## src/rtl/detector_sched_pkg.sv

```systemverilog
// Shared types and round-robin helper for the detector scheduler and its arbiter.
// The grant search is written for up to MAX_CH requesters so one function serves every width.
package detector_sched_pkg;

   typedef enum logic [1:0] {
      IDLE  = 2'd0,
      ISSUE = 2'd1,
      WAIT  = 2'd2
   } state_t;

   localparam int unsigned MAX_CH = 16;

   // Returns the index of the first set req bit after last_grant (with wrap), or -1 if none.
   function automatic int rr_next_grant(input logic [MAX_CH-1:0] req,
                                        input int unsigned       last_grant,
                                        input int unsigned       num_ch);
      int          sel;
      int unsigned idx;
      logic [3:0]  idx4;
      sel = -1;
      for (int unsigned k = 1; k <= MAX_CH; k++) begin
         idx  = (last_grant + k) % num_ch;
         idx4 = 4'(idx);
         if (k <= num_ch && sel < 0 && req[idx4]) begin
            sel = int'(idx);
         end
      end
      return sel;
   endfunction

endpackage

```

## src/rtl/rr_arbiter.sv

```systemverilog
// Combinational round-robin arbiter: one-hot grant plus encoded index, searching
// upward from the requester after last_grant.
module rr_arbiter
   import detector_sched_pkg::*;
#(
   parameter  int NUM_CH = 4,
   localparam int CH_W   = $clog2(NUM_CH)
) (
   input  logic [NUM_CH-1:0] req,
   input  logic [CH_W-1:0]   last_grant,
   output logic [NUM_CH-1:0] grant,
   output logic [CH_W-1:0]   grant_idx,
   output logic              grant_valid
);

   logic [MAX_CH-1:0] req_ext;
   int                sel;

   always_comb begin
      req_ext               = '0;
      req_ext[NUM_CH-1:0]   = req;
      sel                   = rr_next_grant(req_ext, 32'(last_grant), NUM_CH);
      grant_valid           = (sel >= 0);
      grant_idx             = grant_valid ? CH_W'(sel) : '0;
      grant                 = '0;
      for (int i = 0; i < NUM_CH; i++) begin
         grant[i] = grant_valid && (sel == i);
      end
   end

endmodule

```

## src/rtl/detector_scheduler.sv

```systemverilog
// Shares one anomaly detector between NUM_CH sensor channels: round-robin accept,
// issue, wait for verdict with timeout, and per-channel sticky flags / saturating counts.
module detector_scheduler
   import detector_sched_pkg::*;
#(
   parameter  int NUM_CH  = 4,
   parameter  int DATA_W  = 8,
   parameter  int CNT_W   = 8,
   parameter  int TIMEOUT = 64,
   localparam int CH_W    = $clog2(NUM_CH)
) (
   input  logic                     clk,
   input  logic                     reset,
   input  logic [NUM_CH-1:0]        ch_valid,
   input  logic [NUM_CH*DATA_W-1:0] ch_data,
   output logic [NUM_CH-1:0]        ch_ready,
   input  logic [NUM_CH-1:0]        ch_enable,
   output logic                     det_valid,
   output logic [DATA_W-1:0]        det_data,
   output logic [CH_W-1:0]          det_ch,
   input  logic                     det_ready,
   input  logic                     det_done,
   input  logic                     det_anomaly,
   output logic                     result_valid,
   output logic [CH_W-1:0]          result_ch,
   output logic                     result_anomaly,
   output logic [NUM_CH-1:0]        anom_flag,
   output logic [NUM_CH*CNT_W-1:0]  anom_count,
   output logic                     timeout_err,
   input  logic                     clear,
   output logic                     busy
);

   localparam int TMR_W = (TIMEOUT > 2) ? $clog2(TIMEOUT) : 1;

   state_t              state_q, state_d;
   logic [CH_W-1:0]     last_grant_q, last_grant_d;
   logic [CH_W-1:0]     ch_q, ch_d;
   logic [DATA_W-1:0]   data_q, data_d;
   logic [TMR_W-1:0]    timer_q, timer_d;
   logic                result_valid_q, result_valid_d;
   logic [CH_W-1:0]     result_ch_q, result_ch_d;
   logic                result_anomaly_q, result_anomaly_d;
   logic                timeout_err_q, timeout_err_d;

   logic [NUM_CH-1:0]   req;
   logic [NUM_CH-1:0]   grant;
   logic [CH_W-1:0]     grant_idx;
   logic                grant_valid;
   logic                accept;
   logic                verdict;
   logic                timed_out;

   assign req = ch_valid & ch_enable;

   rr_arbiter #(.NUM_CH(NUM_CH)) u_arb (
      .req         (req),
      .last_grant  (last_grant_q),
      .grant       (grant),
      .grant_idx   (grant_idx),
      .grant_valid (grant_valid)
   );

   assign accept    = (state_q == IDLE) && grant_valid;
   assign verdict   = (state_q == WAIT) && det_done;
   // A verdict arriving on the last allowed cycle still wins over the timeout.
   assign timed_out = (state_q == WAIT) && !det_done && (timer_q == TMR_W'(TIMEOUT - 1));

   always_ff @(posedge clk or negedge reset) begin
      if (!reset) begin
         state_q <= IDLE;
      end else begin
         state_q <= state_d;
      end
   end

   always_comb begin
      state_d = state_q;
      case (state_q)
         IDLE:    if (grant_valid)            state_d = ISSUE;
         ISSUE:   if (det_ready)              state_d = WAIT;
         WAIT:    if (det_done || timed_out)  state_d = IDLE;
         default:                             state_d = IDLE;
      endcase
   end

   always_comb begin
      ch_ready  = '0;
      det_valid = 1'b0;
      busy      = (state_q != IDLE);
      if (state_q == IDLE) begin
         ch_ready = grant;
      end
      if (state_q == ISSUE) begin
         det_valid = 1'b1;
      end
   end

   always_comb begin
      last_grant_d     = last_grant_q;
      ch_d             = ch_q;
      data_d           = data_q;
      timer_d          = timer_q;
      if (accept) begin
         last_grant_d = grant_idx;
         ch_d         = grant_idx;
         for (int i = 0; i < NUM_CH; i++) begin
            if (grant[i]) begin
               data_d = ch_data[i*DATA_W +: DATA_W];
            end
         end
      end
      if (state_q == ISSUE && det_ready) begin
         timer_d = '0;
      end else if (state_q == WAIT) begin
         timer_d = timer_q + TMR_W'(1);
      end
      result_valid_d   = verdict;
      result_ch_d      = verdict ? ch_q : result_ch_q;
      result_anomaly_d = verdict ? det_anomaly : result_anomaly_q;
      timeout_err_d    = clear ? 1'b0 : (timed_out | timeout_err_q);
   end

   always_ff @(posedge clk or negedge reset) begin
      if (!reset) begin
         last_grant_q     <= CH_W'(NUM_CH - 1);
         ch_q             <= '0;
         data_q           <= '0;
         timer_q          <= '0;
         result_valid_q   <= 1'b0;
         result_ch_q      <= '0;
         result_anomaly_q <= 1'b0;
         timeout_err_q    <= 1'b0;
      end else begin
         last_grant_q     <= last_grant_d;
         ch_q             <= ch_d;
         data_q           <= data_d;
         timer_q          <= timer_d;
         result_valid_q   <= result_valid_d;
         result_ch_q      <= result_ch_d;
         result_anomaly_q <= result_anomaly_d;
         timeout_err_q    <= timeout_err_d;
      end
   end

   // Per-channel sticky flag and saturating counter; clear beats a same-cycle verdict.
   for (genvar gi = 0; gi < NUM_CH; gi++) begin : g_ch
      logic             flag_q, flag_d;
      logic [CNT_W-1:0] cnt_q, cnt_d;
      logic             hit;

      always_comb begin
         hit    = verdict && det_anomaly && (ch_q == CH_W'(gi));
         flag_d = flag_q;
         cnt_d  = cnt_q;
         if (clear) begin
            flag_d = 1'b0;
            cnt_d  = '0;
         end else if (hit) begin
            flag_d = 1'b1;
            if (cnt_q != {CNT_W{1'b1}}) begin
               cnt_d = cnt_q + CNT_W'(1);
            end
         end
      end

      always_ff @(posedge clk or negedge reset) begin
         if (!reset) begin
            flag_q <= 1'b0;
            cnt_q  <= '0;
         end else begin
            flag_q <= flag_d;
            cnt_q  <= cnt_d;
         end
      end

      assign anom_flag[gi]                 = flag_q;
      assign anom_count[gi*CNT_W +: CNT_W] = cnt_q;
   end

   assign det_data       = data_q;
   assign det_ch         = ch_q;
   assign result_valid   = result_valid_q;
   assign result_ch      = result_ch_q;
   assign result_anomaly = result_anomaly_q;
   assign timeout_err    = timeout_err_q;

endmodule

```

## config.mk

```make
export PLATFORM = sky130hd
export DESIGN_NAME = detector_scheduler
export DESIGN_NICKNAME = d
export VERILOG_FILES = /design/src/rtl/detector_sched_pkg.sv /design/src/rtl/rr_arbiter.sv /design/src/rtl/detector_scheduler.sv
export SDC_FILE = /design/constraint.sdc
export NUM_CORES = 1
export LEC_CHECK = 0
export CORE_MARGIN = 1.5
export CORE_UTILIZATION = 42
export DETAILED_ROUTE_END_ITERATION = 16
export PLACE_DENSITY = 0.76
export SETUP_SLACK_MARGIN = 0.15
export SYNTH_ARGS = -nofsm -noshare
export SYNTH_HDL_FRONTEND = slang
export SYNTH_SLANG_ARGS = --single-unit
export TNS_END_PERCENT = 50
```

## constraint.sdc

```tcl
create_clock -name clk -period 1.75 [get_ports clk]
set_input_delay 0.35 -clock clk [delete_from_list [all_inputs] [get_ports clk]]
set_output_delay 0.35 -clock clk [all_outputs]
set_load 0.1 [all_outputs]
```

# After elaboration in Yosys (flattened, before gate mapping)
# Index checks and enable logic that the tools add are counted.
# classes
n_addsub	9
multipliers	0
div	0
order_cmp	8
eq_ne	16
shifts	0
n_mux	46
bitwise_logic	2
reduce_logical	39
# op_table
operator	n
32-bit 2-to-1 mux	4
8-bit 2-to-1 mux	16
32-bit by 1-bit < comparator with 1-bit output (second input constant)	3
32-bit by 3-bit equality test with 1-bit output (second input constant)	2
8-bit by 1-bit adder with 8-bit output (second input constant)	4
32-bit by 2-bit equality test with 1-bit output (second input constant)	1
32-bit by 1-bit greater-or-equal comparator with 1-bit output (second input constant)	1
32-bit logical NOT	1
8-bit != test (second input constant)	4
2-bit by 5-bit < comparator with 1-bit output (second input constant)	4
2-bit nonzero test	10
1-bit logical AND	17
1-bit 2-to-1 mux	14
6-bit 2-to-1 mux	2
2-bit AND reduction	5
1-bit binary-select mux with 2-bit select	4
2-bit 2-to-1 mux	4
6-bit by 1-bit adder with 6-bit output (second input constant)	1
2-bit equality test (second input constant)	3
6-bit equality test (second input constant)	1
2-bit != test (second input constant)	3
2-bit case mux with 3 select lines	1
2-bit by 1-bit adder with 2-bit output (second input constant)	2
2-bit adder (second input constant)	2
other kinds (9)	11
# word_totals
ff_bits	61
latchBits	0
mem_bits_rw	0
romBits	0
in_bits	46
output_inout_bits	57
word_cells	137
memories	0

# Depth between registers and ports, before layout
# depth
depth_word	19
depth_mapped	7
ltp_nobuf	6

# Hierarchy
# A second synthesis with hierarchy kept.
# unflattened
cells_unflattened	373
hier_area_um2	3358.2
# by_module_without_submodules
mod	n_inst	cells_per_inst	area_each_um2	seq_area_each_um2
detector_scheduler	1	349	3206.8	1529.0
rr_arbiter	1	24	151.4	0.0

# Worst setup path after synthesis
# Ideal clock, no wire load.
# synth_timing
path_type	register -> output
start	register state_q[1]
end	output port ch_ready[2]
arrival_ps	3637
required_ps	1400
slack_ps	-2237
path_stages_with_launch	5
path_buffers	1
cell_sequence	dfrtp_1 or2_1 a31o_2 clkbuf_1 nor3_1
# synth_between
elab_chain_len	2
# synth_rtl
item	line_no	text
start: declaration	detector_scheduler.sv:36	state_t state_q, state_d;
start signal: assignment	detector_scheduler.sv:73	state_q <= state_d;
2-bit logical NOT	detector_scheduler.sv:91	if (state_q == IDLE) begin
4-bit 2-to-1 mux	detector_scheduler.sv:91	
end: declaration	detector_scheduler.sv:16	output logic [NUM_CH-1:0] ch_ready,
# No other way between the ends.

# Final worst setup path
# layout_timing
start	register last_grant_q[1]
end	output port ch_ready[0]
# layout_between
elab_chain_len	16
elab_cells_between_ends	26
classes_between	add/sub (4); order compare (4); mux (13); reduce/logical (5)
# layout_rtl
item	line_no	text
start: declaration	detector_scheduler.sv:37	logic [CH_W-1:0] last_grant_q, last_grant_d;
start signal: assignment	detector_scheduler.sv:126	last_grant_q <= CH_W'(NUM_CH - 1);
start signal: assignment	detector_scheduler.sv:135	last_grant_q <= last_grant_d;
2-bit by 1-bit adder with 2-bit output	detector_sched_pkg.sv:22	idx = (last_grant + k) % num_ch;
1-bit binary-select mux with 2-bit select	detector_sched_pkg.sv:24	if (k <= num_ch && sel < 0 && req[idx4]) begin
1-bit 2-to-1 mux (not written as such)	detector_sched_pkg.sv:24	
32-bit 2-to-1 mux	detector_sched_pkg.sv:24	
32-bit by 1-bit < comparator with 1-bit output	detector_sched_pkg.sv:24	
1-bit logical AND	detector_sched_pkg.sv:24	
32-bit 2-to-1 mux	detector_sched_pkg.sv:24	
32-bit by 1-bit < comparator with 1-bit output	detector_sched_pkg.sv:24	
1-bit logical AND	detector_sched_pkg.sv:24	
32-bit 2-to-1 mux	detector_sched_pkg.sv:24	
32-bit by 1-bit < comparator with 1-bit output	detector_sched_pkg.sv:24	
1-bit logical AND	detector_sched_pkg.sv:24	
32-bit 2-to-1 mux (*)	detector_sched_pkg.sv:24	
32-bit by 1-bit greater-or-equal comparator with 1-bit output or 32-bit logical NOT (tied branches)	rr_arbiter.sv:23, rr_arbiter.sv:27	
1-bit logical AND (*)	rr_arbiter.sv:27	grant[i] = grant_valid && (sel == i);
4-bit 2-to-1 mux (*)	detector_scheduler.sv:91	
# Every way passes the cells marked *; elsewhere a longest branch is shown, timed or not. The select of a mux whose other input is x is not followed.

==> impl_metrics.ini <==
[placed_design]
place_area_um2 = 5401
place_ws_ns = -0.7666
numPortBuffers = 102
gp_congestion = 0.8824
hpwl_mm = 6.644

[critical_path]
path_depth = 6
critPathCapture = ch_ready[0]
criticalPathCategory = reg2out
worstReg2RegStart = last_grant_q[1]
reg2reg_setup_slack_ns = -0.49
reg2reg_depth = 10
end_kind = output port
cp-start-kind = register
path_max_fanout = 6
crit_start = last_grant_q[1]
critical_path_buf_inv_count = 1
r2r_end = det_data[3]
cpPeakStageDelay_ns = 0.59
crit_chain = nand3b_1, a21oi_2, a211o_4, nor2_4, and2_4, buf_12
cp_data_required_time_ns = 1.40
slowest_stage = dfstp_2
crit_family = flip-flops
crit_arrival_ns = 1.92

[sta]
slew_headroom = 0.7762
hold_viol = 0
fin_setup_tns_ns = -5.781
finalSetupViolations = 30
rsz0062_at_grt = yes
worst_pin_slew_ns = 0.3346
final.setup_skew_ns = 0.008493
post-route-period-util = 1.295
final_max_slew_viol_count = 0
max_freq_mhz = 441.2
worst_slack_ns = -0.5165
post-route-min-period_ns = 2.266

[logic_synthesis]
yosys_warnings = 0
synthTopCellsByArea = dfrtp_1 45%, nor2_1 5.4%, nand2_1 4.2%
synth.top_cell.area_share = 0.4502
synth-edff-count = 0
synth-xor-area-share = 0.07211
synthAdderAreaFrac = 0.01908
synthArstFlopShare = 1.000
synth_cell_type_count = 54
synth_mux_area_frac = 0.009538
synthCells = 337
syn_area_um2 = 3279
synth_top_cell_by_area = dfrtp_1
synth_ff_type = dfrtp_1
synth_nets = 388
netlist_top_cells_count = 59 x dfrtp_1, 47 x nor2_1, 37 x nand2_1
ys_ff_latch = 61
synth_top_family_by_area = simple AND/OR/NAND/NOR gates
synth.most_common_cell = dfrtp_1
synthSimpleGateAreaFrac = 0.2491
synth_compound_area_frac = 0.1511
synth_area_per_cell_um2 = 9.731
yosysSeqAreaShare = 0.4662

[routing]
dr.pass1.iters = 5
vias_per_cell = 5.459
ant_nets = 0
drc_errors = 0
wl_per_cell_um = 17.09
wirelength_mm = 10.33
num_vias = 3297
drt_iter0_drc = 127

[status]
status = complete, but fails checks
violations = setup timing

[global_routing]
first_global_vias = 3246
grt_antenna_before_repair = 0
grt_max_degree = 62
grt_use_total = 0.2383
grt-ovfl-total = 0
grt_pass1_wl_mm = 15.76

[clock_tree]
cts_buffers = 9
clkLatencyLatePin_ns = 0.34
clockBufferDepth = 2
cts_tree = done
htreeDepth = 3
path_clk_slew_ns = 0.07
clock_sinks = 61
cts_root_buf = clkbuf_8
hold_buffers = 0

[floorplanning]
core_area_um2 = 7647
start_util = 0.4288
fp-row-count = 32
dieHeight_um = 91.37
fp.dieW_um = 91.37
die_area_um2 = 8348
io_pins = 103

[finish]
syn_to_final_growth_pct = 87.56
n_antenna_cell = 0
fin_util = 0.8043
fin_area_um2 = 6151
layout-drive-gt1-share = 0.4562
nNetsFinal = 548

[run]
cap_violations = 0

[power_and_ir_drop]
power_leakage_uw = 0.002536
ir_drop_mv = 1.429
power_density_nw_per_um2 = 1289

[worst_hold_path]
hold_class = in2async
-- repair_timing --
| item | CTS | global route |
|---|---|---|
| resized for setup | 41 | 33 |
| pin swaps | 39 | 35 |
| setup endpoints to repair | 32 | 48 |
| gates cloned | 0 | 1 |
| setup buffers | 12 | 12 |
-- cell type report --
cell class                      instances  area (um2)
Multi-Input combinational cell        254        2004
Clock inverter                          4       95.09
Clock buffer                           12       145.1
Sequential cell                        61        1602
Inverter                                6       22.52
Fill cell                             413        1496
Timing Repair Buffer                  165        2155
Tap cell                              102       127.6
-- worst register-to-register path: stages (launching register included) --
cell	delay, ns
dfstp_2	0.59
nand3b_1	0.17
a21oi_2	0.08
a211o_4	0.32
buf_4	0.16
buf_6	0.11
buf_6	0.10
buf_6	0.11
buf_4	0.15
and3b_1	0.18
o31ai_2	0.19
-- flip-flops by register name, summed over array words and instances, names as in the netlist --
signal,cells
det_ch,2
det_data,8
g_ch.cnt_q,32
g_ch.flag_q,4
last_grant_q,2
result_anomaly,1
result_ch,2
result_valid,1
state_q,2
timeout_err,1
timer_q,6
-- kinds of logic (layout without fill, tap and decap cells) --
kind of cell | count (synthesis) | in the layout
multiplexers | 3 | 3
buffers and inverters | 22 | 187
flip-flops | 61 | 61
XOR/XNOR | 27 | 27
AO/OA/AOI/OAI | 60 | 60
AND/OR/NAND/NOR | 159 | 159
adder cells (fa/ha/maj) | 5 | 5
-- per-layer routing --
metal / vias up / global-route usage / part of all wire / wire [um]
met4: 0 / 0.04948 / 0.011 / 114
met3: 12 / 0.06700 / 0.048 / 491
li1: 1529 / - / - / -
met1: 1641 / 0.2802 / 0.38 / 3940
met5: - / 0 / 0 / 0
met2: 115 / 0.4303 / 0.56 / 5777
-- cells in the final DEF, fill, tap and decap left out, types with 14 or more instances in the layout --
cell type	n
xor2_1	14
clkdlybuf4s50_1	38
buf_6	18
buf_12	60
nand3_1	14
nand2_1	32
dfrtp_4	16
nor2_1	41
buf_4	41
dfrtp_1	33
-- report_power, final --
group	internal, uW	switching (uW)	leakage [uW]
logic	1820	2600	0.00165
clock network	985	553	0.000121
registers	1670	294	0.000769
-- metrics by stage --
| stage | hold slack [ns] | total power, uW | std cells |
|---|---|---|---|
| floorplan | 0.05441 | 4393 | 337 |
| global placement | 0.3852 | 5849 | 563 |
| detailed placement | 0.3827 | 5926 | 563 |
| CTS | 0.02453 | 7764 | 591 |
| global route | 0.02360 | 8211 | 604 |
| finish | 0.01722 | 7927 | 604 |
-- how the worst min path moves through the flow --
stage,to,from,cells after the start,slack [ns]
5_1_grt,g_ch[2].cnt_q[6],reset,2,0.02
3_3_place_gp,g_ch[1].cnt_q[0],reset,2,0.39
6_report,g_ch[1].cnt_q[0],reset,2,0.02
4_1_cts,g_ch[1].cnt_q[0],reset,2,0.02
3_5_place_dp,g_ch[1].cnt_q[0],reset,2,0.38
2_1_floorplan,det_data[0],reset,0,0.05
Power figures use the tool's default switching activity.
